## src/rtl/serial_flag_gen_pkg.sv

```systemverilog
// Shared types and default sizing for the serial compare / condition-flag unit.
package serial_flag_gen_pkg;

  localparam int DEFAULT_WIDTH = 32;
  localparam int DEFAULT_CHUNK = 8;

  typedef enum logic {IDLE, BUSY} state_t;

  // Bit order matches flag_wdata: {N,Z,C,V}.
  typedef struct packed {
    logic n;
    logic z;
    logic c;
    logic v;
  } flags_t;

endpackage

```

## src/rtl/chunk_sub_cell.sv

```systemverilog
// One CHUNK-wide slice of a - b, computed as a + ~b + cin.
module chunk_sub_cell #(
  parameter int CHUNK = 8
) (
  input  logic [CHUNK-1:0] a_lo,
  input  logic [CHUNK-1:0] b_lo,
  input  logic             cin,
  output logic [CHUNK-1:0] sum,
  output logic             cout,
  output logic             c_msb_in
);

  logic [CHUNK-1:0] b_inv;
  logic [CHUNK:0]   sum_ext;

  // NOTE: every output of a combinational block gets a value on every path, so no latch is inferred.
  always_comb begin
    b_inv    = ~b_lo;
    sum_ext  = {1'b0, a_lo} + {1'b0, b_inv} + {{CHUNK{1'b0}}, cin};
    sum      = sum_ext[CHUNK-1:0];
    cout     = sum_ext[CHUNK];
    // Carry into the MSB falls out of the MSB sum bit and its two addend bits.
    c_msb_in = sum_ext[CHUNK-1] ^ a_lo[CHUNK-1] ^ b_inv[CHUNK-1];
  end

endmodule

```

## src/rtl/serial_flag_gen.sv

```systemverilog
// Multi-cycle a - b compare producing registered N/Z/C/V flags, CHUNK bits per cycle.
module serial_flag_gen
  import serial_flag_gen_pkg::*;
#(
  parameter int WIDTH = DEFAULT_WIDTH,
  parameter int CHUNK = DEFAULT_CHUNK
) (
  input  logic             clk,
  input  logic             reset,
  input  logic             start,
  output logic             ready,
  input  logic [WIDTH-1:0] a,
  input  logic [WIDTH-1:0] b,
  output logic             done,
  input  logic             flag_we,
  input  logic [3:0]       flag_wdata,
  output logic             flag_n,
  output logic             flag_z,
  output logic             flag_c,
  output logic             flag_v
);

  localparam int NCHUNK = WIDTH / CHUNK;
  localparam int CNT_W  = (NCHUNK > 1) ? $clog2(NCHUNK) : 1;
  localparam logic [CNT_W-1:0] LAST_CNT = CNT_W'(NCHUNK - 1);

  state_t           state;
  logic [WIDTH-1:0] a_sr;
  logic [WIDTH-1:0] b_sr;
  logic             carry;
  logic             zacc;
  logic [CNT_W-1:0] cnt;
  flags_t           flags;

  logic [CHUNK-1:0] sum;
  logic             cout;
  logic             c_msb_in;
  logic             last;

  chunk_sub_cell #(.CHUNK(CHUNK)) u_cell (
    .a_lo     (a_sr[CHUNK-1:0]),
    .b_lo     (b_sr[CHUNK-1:0]),
    .cin      (carry),
    .sum      (sum),
    .cout     (cout),
    .c_msb_in (c_msb_in)
  );

  assign last   = (state == BUSY) && (cnt == LAST_CNT);
  assign ready  = (state == IDLE);
  assign flag_n = flags.n;
  assign flag_z = flags.z;
  assign flag_c = flags.c;
  assign flag_v = flags.v;

  // NOTE: sequential state uses non-blocking assignments so every register samples pre-edge values.
  always_ff @(posedge clk or posedge reset) begin
    if (reset) begin
      state <= IDLE;
      a_sr  <= '0;
      b_sr  <= '0;
      carry <= 1'b0;
      zacc  <= 1'b0;
      cnt   <= '0;
      flags <= '0;
      done  <= 1'b0;
    end else begin
      done <= 1'b0;

      // A completing compare takes priority over a direct flag load.
      if (last) begin
        flags <= '{n: sum[CHUNK-1], z: zacc & (sum == '0), c: cout, v: c_msb_in ^ cout};
        done  <= 1'b1;
      end else if (flag_we) begin
        flags <= flags_t'(flag_wdata);
      end

      case (state)
        IDLE: begin
          if (start) begin
            a_sr  <= a;
            b_sr  <= b;
            carry <= 1'b1;
            zacc  <= 1'b1;
            cnt   <= '0;
            state <= BUSY;
          end
        end
        BUSY: begin
          a_sr  <= a_sr >> CHUNK;
          b_sr  <= b_sr >> CHUNK;
          carry <= cout;
          zacc  <= zacc & (sum == '0);
          cnt   <= cnt + 1'b1;
          if (last) state <= IDLE;
        end
        default: state <= IDLE;
      endcase
    end
  end

endmodule
```

## config.mk

```make
export PLATFORM = sky130hd
export DESIGN_NAME = serial_flag_gen
export DESIGN_NICKNAME = d
export VERILOG_FILES = /design/src/rtl/serial_flag_gen_pkg.sv /design/src/rtl/chunk_sub_cell.sv /design/src/rtl/serial_flag_gen.sv
export SDC_FILE = /design/constraint.sdc
export NUM_CORES = 1
export LEC_CHECK = 0
export ABC_AREA = 1
export BUFFER_PORTS_ARGS = -buffer_cell sky130_fd_sc_hd__buf_2
export CAP_MARGIN = 20
export CORE_ASPECT_RATIO = 1.25
export CORE_MARGIN = 2
export CORE_UTILIZATION = 30
export DETAILED_ROUTE_END_ITERATION = 8
export PLACE_DENSITY = 0.61
export SYNTH_ARGS = -nofsm -noshare
export SYNTH_HDL_FRONTEND = slang
export SYNTH_HIERARCHICAL = 1
export SYNTH_SLANG_ARGS = --single-unit
```

## constraint.sdc

```tcl
create_clock -name clk -period 3.05 [get_ports clk]
set_input_delay 0.61 -clock clk [delete_from_list [all_inputs] [get_ports clk]]
set_output_delay 0.61 -clock clk [all_outputs]
set_load 0.02 [all_outputs]
```

==> results_dict.tcl, run 1 <==
set metrics [dict create \
    status "finished, final reports clean" \
    synth_nets 494 \
    placed_area_um2 4230 \
    cts_htree_levels 3 \
    ios 78 \
    cts.path.max_buffers 2 \
    finalCritPeriodShare_pct 74.7 \
    slew_violations 0 \
    required_ns 3.31 \
    comb_power_share_pct 38.4 \
    design.core.area_um2 12200 \
    die-height_um 129 \
    synth.area.mux_share_pct 0 \
    stdcell_count 656 \
    hold_path_class "in2async" \
    postSynthAreaPerCell_um2 9.10 \
    postSynthCellCount 412 \
    endpoint_kind "flop" \
    cts-buffers-inserted 9 \
    synthToLayoutAreaGrowth_pct 22.5 \
    synth_area_um2 3750 \
    achievable-frequency_ghz 0.439 \
    ctsRootBufferMaster "sky130_fd_sc_hd__clkbuf_16" \
    synth.yosys.warnings 6 \
    most-common-layout-cells "sky130_fd_sc_hd__nand2_1, sky130_fd_sc_hd__buf_2, sky130_fd_sc_hd__dfrtp_1, sky130_fd_sc_hd__inv_1, sky130_fd_sc_hd__nand3_1" \
    timing_hold_violations_final 0 \
    detail_route.wl_per_cell_um 13.5 \
    detail-route-antenna-nets 0 \
    dr.first_iter.drc_count 138 \
    critical_path_arrival_ns 2.53 \
    final_replace_weighted_congestion 0.871 \
    internal_power_mw 2.85 \
    reported_net_switching_power_mw 1.61 \
    floorplan.die_area_um2 13400 \
    synth.area.top_cells "sky130_fd_sc_hd__dfrtp_1, sky130_fd_sc_hd__nand2_1, sky130_fd_sc_hd__inv_1, sky130_fd_sc_hd__o221ai_2, sky130_fd_sc_hd__nand3_1" \
    viasPerCell 4.56 \
    leakagePower_nw 2.24 \
    gr-total-overflow 0 \
    finalCriticalPeriod_ns 2.28 \
    cts_num_sinks 74 \
    synth-compound-area-share_pct 15.8 \
    sw_frac_of_total_pct 36.1 \
    tightestPinTransition_ns 0.721 \
    source_to_sink_clock_delay_at_the_later_pin_of_the_worst_skew_pair_ns 0.33 \
    postCtsSetupRepairBufs 0 \
    synthDominantAreaCellType "sky130_fd_sc_hd__dfrtp_1" \
    share_clk_of_total_power_pct 29.2 \
    cp-start-kind "flop" \
    power_frac_seq_pct 32.5 \
    yosysUniqueCellTypes 36 \
    clk_pin_slew_worst_paths_ns 0.06 \
    wirelength_um 8840 \
    first_global_vias 3053 \
    fraction_of_the_mapped_netlist_area_in_simple_logic_gates_pct 19.4 \
    routed-via-count 2993 \
    grt_first_pass_wirelength_um 14700 \
    grt.total_usage_pct 14.0 \
    whs_ns 0.356 \
    post-synth-top-area-fraction_pct 49.4 \
    antenna-diode-count 0 \
    final_area_um2 4590 \
    start_util_pct 30.8 \
    setup_viol 0 \
    tritoncts "built" \
    totalNegativeSetupSlack_ns 0 \
    place_inst 640 \
    die-width_um 104 \
    grt_setup_unrepaired "false" \
    final_clock_skew_ns 0.00588 \
    cts-resized-gates 0 \
    cts.hold.buffers_added 0 \
    max_cap_violations 0 \
    critPathMaxFanout 4 \
    synth_seq_area_share_pct 49.4 \
    port-buffer-count 77 \
    slew_headroom_pct 51.9 \
    detail_route.drc_violations 0 \
    first_pass_iteration_count_of_the_detailed_router 7 \
    largest_net_degree_at_the_start_of_global_routing 65 \
    power.ir.vdd_worst_mv 0.353 \
    dpl.hpwl_um 6400 \
    yosys.area_share.adder_pct 3.74 \
    worstSetupPathType "reg2reg" \
    final_nets 569 \
    power_per_cell_area_nw_per_um2 972 \
    synth_top_family_by_area "simple AND/OR/NAND/NOR gates" \
    synth_xor_area_share_pct 1.40 \
    most_common_cell_after_layout_fill_and_taps_aside "sky130_fd_sc_hd__nand2_1" \
    rows 45 \
    synth.ff_latch_count 74 \
    layout-drive-gt1-share_pct 26.4 \
    antenna_found_initial 0 \
]
-- per-layer routing --
metal	track usage [%]	vias to the layer above	part of all wire [%]	wire length [um]
met5	0	-	0	0
met4	5.64	0	1.9	167
met3	3.24	12	4.4	389
met2	24.3	79	50	4380
met1	16.7	1420	44	3900
li1	-	1482	-	-
-- final timing paths --
check	from	endpoint	slack, ns	cells past startpoint
setup / recovery	a_sr[0]$_DFFE_PP0P_	flag_z$_DFFE_PP0P_	0.77	12
min in group clk	cnt[0]$_DFFE_PP0P_	cnt[0]$_DFFE_PP0P_	0.47	1
max in group asynchronous	reset	a_sr[27]$_DFFE_PP0P_	1.96	3
hold / removal	reset	a_sr[23]$_DFFE_PP0P_	0.36	2
setup reg to reg	a_sr[0]$_DFFE_PP0P_	flag_z$_DFFE_PP0P_	0.77	12
hold reg to reg	cnt[0]$_DFFE_PP0P_	cnt[0]$_DFFE_PP0P_	0.47	1
-- critical path, cell delays in order, from the launching register on --
cell and delay (ns):
sky130_fd_sc_hd__dfrtp_1 0.35, sky130_fd_sc_hd__inv_1 0.06, sky130_fd_sc_hd__fa_1 0.46, sky130_fd_sc_hd__fa_1 0.43
sky130_fd_sc_hd__o21ai_2 0.23, sky130_fd_sc_hd__a21oi_1 0.09, sky130_fd_sc_hd__nand2_1 0.07, sky130_fd_sc_hd__nand2_1 0.06
sky130_fd_sc_hd__nor2_1 0.08, sky130_fd_sc_hd__nand2_1 0.06, sky130_fd_sc_hd__nor2_1 0.12, sky130_fd_sc_hd__nand2_1 0.06
sky130_fd_sc_hd__a21oi_1 0.12
-- flip-flops by register name (all words and copies together) (netlist names) --
name and flops:
flag_z 1, b_sr 32, state 1, done 1, carry 1, flag_v 1
flag_c 1, cnt 2, zacc 1, a_sr 32, flag_n 1
-- cells by family (layout without fill, tap and decap cells) --
group | count (synthesis) | after routing
and+or+nand+nor | 175 | 175
buffers and inverters | 79 | 159
adders and majority gates | 10 | 10
AOI/OAI and AO/OA | 68 | 68
DFF | 74 | 74
xor gates and xnor gates | 6 | 6
-- synth_stat cells, drive strengths merged --
cell    instances
nor3            1
fa              2
inv            61
buf            16
a21o            1
xor2            3
o21bai          1
ha              8
nand3          25
o22a            1
dfrtp          74
and2            1
nor2           13
a21oi           7
xnor2           3
a22o            2
or2             1
o221ai         16
clkbuf          2
o211ai         21
o21ai          19
nand2         133
nand4           1
-- power by group through the flow --
stage	Clock [mW]	Combinational, mW	Sequential [mW]
final	1.30	1.71	1.45
after global routing	1.37	1.93	1.49
after global placement	0	1.68	1.45
after floorplan	0	1.38	1.46
after CTS	1.32	1.74	1.45
after detailed placement	0	1.73	1.47
-- cell type report --
type / instances / area, um^2
timing repair buffer: 82 / 423
clock buffer: 11 / 243
tap: 164 / 205
sequential: 74 / 1850
inverter: 61 / 235
fill: 1327 / 7570
clock inverter: 5 / 125
multi-input combinational: 259 / 1510
-- per-stage QoR --
stage          util (%)  worst slack [ns]  power, mW
2_1_floorplan         -             0.558       2.85
3_3_place_gp       34.7             0.862       3.14
3_5_place_dp       34.7             0.786       3.20
4_1_cts            37.8             0.760       4.52
5_1_grt            37.8             0.600       4.79
6_report           37.8             0.773       4.46
Note: power is estimated with default switching activity, not from simulation.
==> run 2, diff against run 1 <==
- clock period: 3.05 -> 2.2 ns (I/O delays scaled with it)
==> run 2 against run 1 <==
Compared with the run above: hold slack got worse by 0.15 ns; global-route usage increased by 0.43 points; fmax increased by 7.8%; critical path type unchanged; utilization decreased by 0.21 points; total power increased by 34%; non-clock buffer count increased by 3; flip-flop and latch count unchanged; setup slack got worse by 0.68 ns.
==> results_dict.tcl, run 2 (synthesis results as in run 1) <==
set metrics [dict create \
    status "finished, final reports clean" \
    leakagePower_nw 2.22 \
    slew_headroom_pct 60.3 \
    finalCriticalPeriod_ns 2.11 \
    cts.path.max_buffers 2 \
    power.ir.vdd_worst_mv 0.434 \
    whs_ns 0.204 \
    die-width_um 104 \
    ios 78 \
    share_clk_of_total_power_pct 24.0 \
    detail_route.drc_violations 0 \
    endpoint_kind "flop" \
    max_cap_violations 0 \
    most-common-layout-cells "sky130_fd_sc_hd__nand2_1, sky130_fd_sc_hd__buf_2, sky130_fd_sc_hd__dfrtp_1, sky130_fd_sc_hd__inv_1, sky130_fd_sc_hd__nand3_1" \
    critPathSlowestCell "sky130_fd_sc_hd__fa_2" \
    die-height_um 129 \
    most_common_cell_after_layout_fill_and_taps_aside "sky130_fd_sc_hd__nand2_1" \
    viasPerCell 4.53 \
    finalPower_mw 5.97 \
    critical_path_arrival_ns 2.37 \
    internal_power_mw 3.69 \
    dpl.hpwl_um 6310 \
    grt_setup_unrepaired "true" \
    worst_path_most_repeated_cell "sky130_fd_sc_hd__nand2_1" \
    detail_route.wl_per_cell_um 13.6 \
    finalCritPeriodShare_pct 96.0 \
    n_fill_cell 1312 \
    placed_area_um2 4260 \
    cts.hold.buffers_added 0 \
    grt.total_usage_pct 14.4 \
    cts_htree_levels 3 \
    cts_num_sinks 74 \
    routed-via-count 2981 \
    critPathMaxFanout 4 \
    layout-drive-gt1-share_pct 27.3 \
    dr.first_iter.drc_count 161 \
    port-buffer-count 77 \
    grt_first_pass_wirelength_um 15100 \
    comb_power_share_pct 42.3 \
    multi_input_area_um2 1530 \
    cp_cell_sequence "inv_1 > fa_2 > fa_2 > o21ai_4 > a21oi_1 > nand2_1 > nand2_1 > nor2_1 > nand2_1 > nor2_2 > nand2_1 > a21oi_2" \
    timing_hold_violations_final 0 \
    power_per_cell_area_nw_per_um2 1310 \
    cpPeakStageDelay_ns 0.41 \
    wirelength_um 8950 \
    cp-start-kind "flop" \
    final_clock_skew_ns 0.00382 \
    hold_path_class "in2async" \
    final_nets 572 \
    synthToLayoutAreaGrowth_pct 21.9 \
    floorplan.die_area_um2 13400 \
    tritoncts "built" \
    antenna_found_initial 0 \
    setup_viol 0 \
    ctsRootBufferMaster "sky130_fd_sc_hd__clkbuf_16" \
    layout.area.seq_um2 1850 \
    detail-route-antenna-nets 0 \
    totalNegativeSetupSlack_ns 0 \
    start_util_pct 30.8 \
    reg.largest.list "a_sr: 32 flops, b_sr: 32 flops, cnt: 2 flops" \
    cts-buffers-inserted 9 \
    final_replace_weighted_congestion 0.888 \
    rows 45 \
    required_ns 2.46 \
    clk_pin_slew_worst_paths_ns 0.06 \
    achievable-frequency_ghz 0.474 \
    largest_net_degree_at_the_start_of_global_routing 75 \
    gr-total-overflow 0 \
    worstSetupPathType "reg2reg" \
    antenna-diode-count 0 \
    tightestPinTransition_ns 0.595 \
    sw_frac_of_total_pct 38.1 \
    design.core.area_um2 12200 \
    final_area_um2 4570 \
    reported_net_switching_power_mw 2.28 \
    power_frac_seq_pct 33.7 \
    first_global_vias 3112 \
    first_pass_iteration_count_of_the_detailed_router 5 \
    slew_violations 0 \
    source_to_sink_clock_delay_at_the_later_pin_of_the_worst_skew_pair_ns 0.33 \
]
-- run 2: cell count changes in the layout (fill, tap and decap cells not counted), sizes merged --
cell,before,now
buf,82,85
clkinvlp,0,1
bufinv,4,1
clkbuf,11,12
-- run 2: layout make-up --
cell class / count / share of cell area [%]
timing repair buffer: 85 / 10.0
clock inverter: 3 / 0.876
multi-input combinational: 259 / 33.5
clock buffer: 12 / 5.40
tap: 164 / 4.49
inverter: 61 / 5.20
sequential: 74 / 40.5
-- run 2: final timing paths --
check | startpoint | endpoint | slack [ns] | cells past startpoint
worst max-delay path | a_sr[0]$_DFFE_PP0P_ | flag_z$_DFFE_PP0P_ | 0.09 | 12
worst min-delay path | reset | a_sr[5]$_DFFE_PP0P_ | 0.20 | 3
worst max register to register | a_sr[0]$_DFFE_PP0P_ | flag_z$_DFFE_PP0P_ | 0.09 | 12
worst min register to register | cnt[0]$_DFFE_PP0P_ | cnt[0]$_DFFE_PP0P_ | 0.48 | 1
max in group asynchronous | reset | b_sr[28]$_DFFE_PP0P_ | 1.65 | 3
min in group clk | b[26] | b_sr[26]$_DFFE_PP0P_ | 0.32 | 3
-- run 2: per-layer routing --
metal | up-vias | wire length [um] | global-route usage, %
met4 | 0 | 345 | 7.55
li1 | 1486 | - | -
met5 | - | 0 | 0
met2 | 83 | 4110 | 23.2
met3 | 20 | 396 | 3.09
met1 | 1392 | 4090 | 18.2
-- run 2: power groups by stage --
stage,logic (mW),clock network [mW],registers [mW]
floorplan,1.92,0,2.03
global placement,2.40,0,2.02
CTS,2.48,1.47,2.01
finish,2.52,1.43,2.01
global route,2.86,1.52,2.07
detailed placement,2.47,0,2.04
-- run 2: worst max-delay path: cells and delay by family, from the launching register on --
family | cells | cell delay, ns
buffers and inverters | 1 | 0.06
AOI/OAI and AO/OA | 3 | 0.39
DFF | 1 | 0.34
adders and majority gates | 2 | 0.80
and+or+nand+nor | 6 | 0.45
-- run 2: through the flow --
stage / worst slack (ns) / instances / util [%]
2_1_floorplan: 0.0921 / 412 / -
3_3_place_gp: 0.0154 / 642 / 35.0
3_5_place_dp: -0.0630 / 642 / 35.0
4_1_cts: 0.00237 / 657 / 37.4
5_1_grt: -0.0697 / 658 / 37.6
6_report: 0.0886 / 658 / 37.6
-- run 2: repair_timing --
item                                    CTS  global route
endpoints found under the setup margin    3             3
setup buffers                             0             1
endpoints found under the hold margin     0             0
gates resized for setup                   1             5
pin swaps                                 1             0
